## src/rtl/uart_rx_frame.sv

```systemverilog
// uart_rx_frame: 8N1 LSB-first UART receiver running on a single system clock.
// The line is sampled at mid-bit using one baud counter. Each byte is handed
// out with a valid/ready handshake. Framing and overrun errors are reported as
// one-cycle pulses.
`timescale 1ns/1ps
module uart_rx_frame #(
    parameter int BIT_CYCLES  = 2604,
    parameter int HALF_CYCLES = 1302
) (
    input  logic       clk_50M,
    input  logic       rst_n,
    input  logic       rx,
    output logic [7:0] rx_data,
    output logic       rx_valid,
    input  logic       rx_ready,
    output logic       frame_err,
    output logic       overrun,
    output logic       busy
);

    localparam int CW = (BIT_CYCLES > 1) ? $clog2(BIT_CYCLES) : 1;
    localparam logic [CW-1:0] BIT_LAST  = CW'(BIT_CYCLES - 1);
    localparam logic [CW-1:0] HALF_LAST = CW'(HALF_CYCLES - 1);

    typedef enum logic [2:0] {
        S_IDLE,
        S_START,
        S_DATA,
        S_STOP,
        S_BREAK
    } state_t;

    logic          r_sync1;
    logic          r_rx_s;
    state_t        r_state;
    logic [CW-1:0] r_cnt;
    logic [2:0]    r_bit_idx;
    logic [7:0]    r_shift;
    logic [7:0]    r_rx_data;
    logic          r_rx_valid;
    logic          r_frame_err;
    logic          r_overrun;

    state_t        w_state_next;
    logic [CW-1:0] w_cnt_next;
    logic [2:0]    w_bit_idx_next;
    logic [7:0]    w_shift_next;
    logic          w_stop_ok;
    logic          w_stop_bad;
    logic          w_load;
    logic          w_accept;

    // Two-flop synchronizer for the asynchronous serial line. It resets to 1
    // because the idle line is high.
    always_ff @(posedge clk_50M or negedge rst_n) begin
        if (!rst_n) begin
            r_sync1 <= 1'b1;
            r_rx_s  <= 1'b1;
        end else begin
            r_sync1 <= rx;
            r_rx_s  <= r_sync1;
        end
    end

    // Register the state, baud counter, bit index and shift register.
    always_ff @(posedge clk_50M or negedge rst_n) begin
        if (!rst_n) begin
            r_state   <= S_IDLE;
            r_cnt     <= '0;
            r_bit_idx <= 3'd0;
            r_shift   <= 8'h00;
        end else begin
            r_state   <= w_state_next;
            r_cnt     <= w_cnt_next;
            r_bit_idx <= w_bit_idx_next;
            r_shift   <= w_shift_next;
        end
    end

    // Compute the next state and detect stop-bit outcomes. The counter is
    // cleared on every transition and held at zero in IDLE and BREAK, so it
    // never wraps while waiting.
    always_comb begin
        w_state_next   = r_state;
        w_cnt_next     = r_cnt + 1'b1;
        w_bit_idx_next = r_bit_idx;
        w_shift_next   = r_shift;
        w_stop_ok      = 1'b0;
        w_stop_bad     = 1'b0;
        case (r_state)
            S_IDLE: begin
                w_cnt_next = '0;
                if (!r_rx_s) begin
                    w_state_next = S_START;
                end
            end
            S_START: begin
                if (r_cnt == HALF_LAST) begin
                    w_cnt_next = '0;
                    if (!r_rx_s) begin
                        w_state_next   = S_DATA;
                        w_bit_idx_next = 3'd0;
                    end else begin
                        // Start bit has already gone high: treat it as a glitch
                        // and drop it without reporting an error.
                        w_state_next = S_IDLE;
                    end
                end
            end
            S_DATA: begin
                if (r_cnt == BIT_LAST) begin
                    w_cnt_next              = '0;
                    w_shift_next[r_bit_idx] = r_rx_s;
                    if (r_bit_idx == 3'd7) begin
                        w_state_next = S_STOP;
                    end else begin
                        w_bit_idx_next = r_bit_idx + 3'd1;
                    end
                end
            end
            S_STOP: begin
                if (r_cnt == BIT_LAST) begin
                    w_cnt_next = '0;
                    if (r_rx_s) begin
                        w_stop_ok    = 1'b1;
                        w_state_next = S_IDLE;
                    end else begin
                        w_stop_bad   = 1'b1;
                        w_state_next = S_BREAK;
                    end
                end
            end
            S_BREAK: begin
                // Wait here until the line is released. A held-low line (break)
                // must not be taken as a new start bit.
                w_cnt_next = '0;
                if (r_rx_s) begin
                    w_state_next = S_IDLE;
                end
            end
            default: begin
                w_cnt_next   = '0;
                w_state_next = S_IDLE;
            end
        endcase
    end

    assign w_accept = r_rx_valid & rx_ready;
    // A new byte may load when the output is empty, or when it is being
    // accepted on this same edge.
    assign w_load   = w_stop_ok & (~r_rx_valid | rx_ready);

    // Output holding register with its handshake, and the error pulses.
    always_ff @(posedge clk_50M or negedge rst_n) begin
        if (!rst_n) begin
            r_rx_data   <= 8'h00;
            r_rx_valid  <= 1'b0;
            r_frame_err <= 1'b0;
            r_overrun   <= 1'b0;
        end else begin
            if (w_load) begin
                r_rx_data  <= r_shift;
                r_rx_valid <= 1'b1;
            end else if (w_accept) begin
                r_rx_valid <= 1'b0;
            end
            r_frame_err <= w_stop_bad;
            r_overrun   <= w_stop_ok & ~w_load;
        end
    end

    assign rx_data   = r_rx_data;
    assign rx_valid  = r_rx_valid;
    assign frame_err = r_frame_err;
    assign overrun   = r_overrun;
    assign busy      = (r_state != S_IDLE);

endmodule

```

## config.mk

```make
export PLATFORM = sky130hd
export DESIGN_NAME = uart_rx_frame
export DESIGN_NICKNAME = d
export VERILOG_FILES = /design/src/rtl/uart_rx_frame.sv
export SDC_FILE = /design/constraint.sdc
export NUM_CORES = 1
export LEC_CHECK = 0
export CORE_ASPECT_RATIO = 1.5
export CORE_UTILIZATION = 61
export DETAILED_ROUTE_END_ITERATION = 10
export PLACE_DENSITY = 0.95
export SYNTH_ARGS = -nofsm -noshare
export SYNTH_HDL_FRONTEND = slang
export SYNTH_SLANG_ARGS = --single-unit
```

## constraint.sdc

```tcl
create_clock -name clk_50M -period 5.75 [get_ports clk_50M]
set_input_delay 1.4375 -clock clk_50M [delete_from_list [all_inputs] [get_ports clk_50M]]
set_output_delay 1.4375 -clock clk_50M [all_outputs]
set_load 0.05 [all_outputs]
```

==> results_dict.tcl <==
set metrics [dict create \
    fp.dieH_um 69.6 \
    cts_resized 0 \
    synth_area_leaders "dfrtp_1 (50%), mux2_2 (11%), nor2_1 (4.0%), dfstp_2 (2.8%), xnor2_1 (2.8%)" \
    cts_hold_buf 0 \
    async_flop_share_pct 100 \
    pwr_density_cell_nw_per_um2 242 \
    synth_top_area_share_pct 49.9 \
    die_area_um2 3270 \
    syn_area_um2 1860 \
    p_total_uw 518 \
    synth_enable_flop_cells 0 \
    core_area_um2 2910 \
    synth_nets 164 \
    drive_above_1_share_pct 23.4 \
    grt_most_used_layer "met2" \
    chipWidth_um 47.0 \
    avgViaCountPerCell 6.02 \
    gp_congestion 0.778 \
    setup_violations 0 \
    detail-route-antenna-nets 0 \
    crit_required_ns 4.31 \
    drv_slew 0 \
    seq_area_frac_synth_pct 52.7 \
    relSlewSlack_pct 29.5 \
    routedWlPerCell_um 16.4 \
    clock_skew_ns 0.0103 \
    cap_violations 0 \
    fmax_ghz 0.310 \
    critPathMaxStageDelay_ns 0.83 \
    port_buffers 15 \
    dp_hpwl_mm 2.41 \
    syn_inst 156 \
    worstMarginPinSlew_ns 1.06 \
    grt_pass1_vias 1320 \
    critPathLaunchType "flip-flop" \
    num-nets-final 182 \
    numCtsBuffers 5 \
    io-pin-count 16 \
    dp_cells 206 \
    synth_ff_type "dfrtp_1" \
    path_clk_slew_ns 0.07 \
    p_leak_uw 0.000970 \
    drt_iter0_markers 35 \
    hp-class "flip-flop to flip-flop" \
    crit_arrival_ns 1.79 \
    cts_tree "done" \
    start_util_pct 63.7 \
    grt_overflow 0 \
    hold_violations 0 \
    postCtsSetupRepairBufs 0 \
    setup.worst_path.end_class "output port" \
    synth_area_per_cell_um2 11.9 \
    status "finished, final reports clean" \
    ir_drop_uv 228 \
    grt_pass1_wl_mm 5.88 \
    n_antenna_cell 0 \
    path_max_fanout 8 \
    fin_cells 214 \
    cp_top_family "buffers and inverters" \
    period_share_pct 56.1 \
    vias 1288 \
    cts_sinks 39 \
    area_growth_pct 15.3 \
    yosys_warnings 0 \
    grt_use_met3_pct 7.29 \
    track_usage_pct 25.4 \
    period_minus_slack_ns 3.23 \
    synth-seq-cells 39 \
    path_cells "inv_1 -> nand2_1 -> clkdlybuf4s50_1" \
    final_common_cell "dfrtp_1" \
    grt_start_max_net_pins 40 \
    use_met1_pct 29.5 \
    yosys.area.top_type "dfrtp_1" \
    yosys.cell_types.count 41 \
    setup_tns_ns 0 \
    rsz0062_at_grt "false" \
    clk_latency_ns 0.29 \
    clock-root-buffer "clkbuf_8" \
    htree_num_levels 2 \
    detail_route.first_pass.iterations 4 \
    slowest_stage "clkdlybuf4s50_1" \
    layout_common_cells "dfrtp_1 (37), nor2_1 (20), mux2_2 (18)" \
    drc_errors 0 \
    met2_usage_pct 41.2 \
    row_count 24 \
    criticalPathCategory "flip-flop to output port" \
    clockBufferDepth 2 \
    drt-total-wl_mm 3.50 \
    grt_antenna_before_repair 0 \
    crit_buf_inv 2 \
]
## Yosys cell counts, drive strengths merged, types with 4 or more instances
library cell and n:
dfrtp 37, ha 4, inv 5, mux2 18
nand2 8, nand3 4, nand4 6, nor2 20
nor3 4, nor4 7, xnor2 6, xor2 4
## cells by family (layout without fill, tap and decap cells)
kind of cell | after synthesis | after routing | share of synthesized area, %
buffers and inverters | 9 | 28 | 2.49
DFF | 39 | 39 | 52.7
xor gates and xnor gates | 10 | 10 | 4.72
AOI/OAI and AO/OA | 10 | 10 | 4.72
and+or+nand+nor | 66 | 66 | 21.8
adders and majority gates | 4 | 4 | 2.70
muxes | 18 | 18 | 10.9
## path summary, 6_finish.rpt
path	startpoint	end	slack [ns]	cells after the start
max	r_state[2]$_DFFE_PN0P_	busy	2.52	3
min	r_sync1$_DFF_PN1_	r_rx_s$_DFF_PN1_	0.36	0
max reg2reg	r_cnt[0]$_DFF_PN0_	r_state[0]$_DFFE_PN0P_	3.21	5
min reg2reg	r_sync1$_DFF_PN1_	r_rx_s$_DFF_PN1_	0.36	0
max in group asynchronous	rst_n	r_shift[0]$_DFFE_PN0P_	3.96	1
min in group asynchronous	rst_n	r_cnt[6]$_DFF_PN0_	1.25	1
## where the power goes
group / leakage, uW / internal (uW) / switching, uW / total (uW)
sequential: 0.000523 / 275 / 1.55 / 277
combinational: 0.000386 / 2.14 / 5.49 / 7.63
clock: 0.0000612 / 140 / 92.8 / 233
total: 0.000970 / 418 / 99.9 / 518
## stage by stage
stage	util, %	setup WS, ns	area, um2	hold WS [ns]
after floorplan	-	3.39	1860	0.345
after global placement	69.5	2.84	2020	0.347
after detailed placement	69.5	2.80	2020	0.353
after CTS	73.5	2.53	2140	0.364
after global routing	73.5	2.47	2140	0.364
final	73.5	2.52	2140	0.359
## flip-flops by register name, indices dropped and copies added (netlist names), 3 cells and up
signal	cells
r_bit_idx	3
r_cnt	12
r_state	3
rx_data	8
r_shift	8
## cell type report
| cell class | count | area [um2] |
|---|---|---|
| tap | 39 | 48.8 |
| timing repair buffer | 15 | 145 |
| sequential | 39 | 978 |
| clock buffer | 6 | 82.6 |
| fill | 197 | 772 |
| inverter | 5 | 18.8 |
| clock inverter | 2 | 35.0 |
| multi-input combinational | 108 | 832 |
## worst reg2reg max path: stages, from the launching register on
cell	delay (ns)
dfrtp_1	0.42
ha_1	0.23
and3_2	0.32
nand3_2	0.16
a22oi_1	0.88
mux2_2	0.42
## routing by layer
layer	vias to the layer above	wire length (um)
li1	592	-
met1	638	1310
met2	45	1870
met3	13	178
met4	0	140
met5	-	0
No activity file was read; power rests on OpenSTA's default activity.
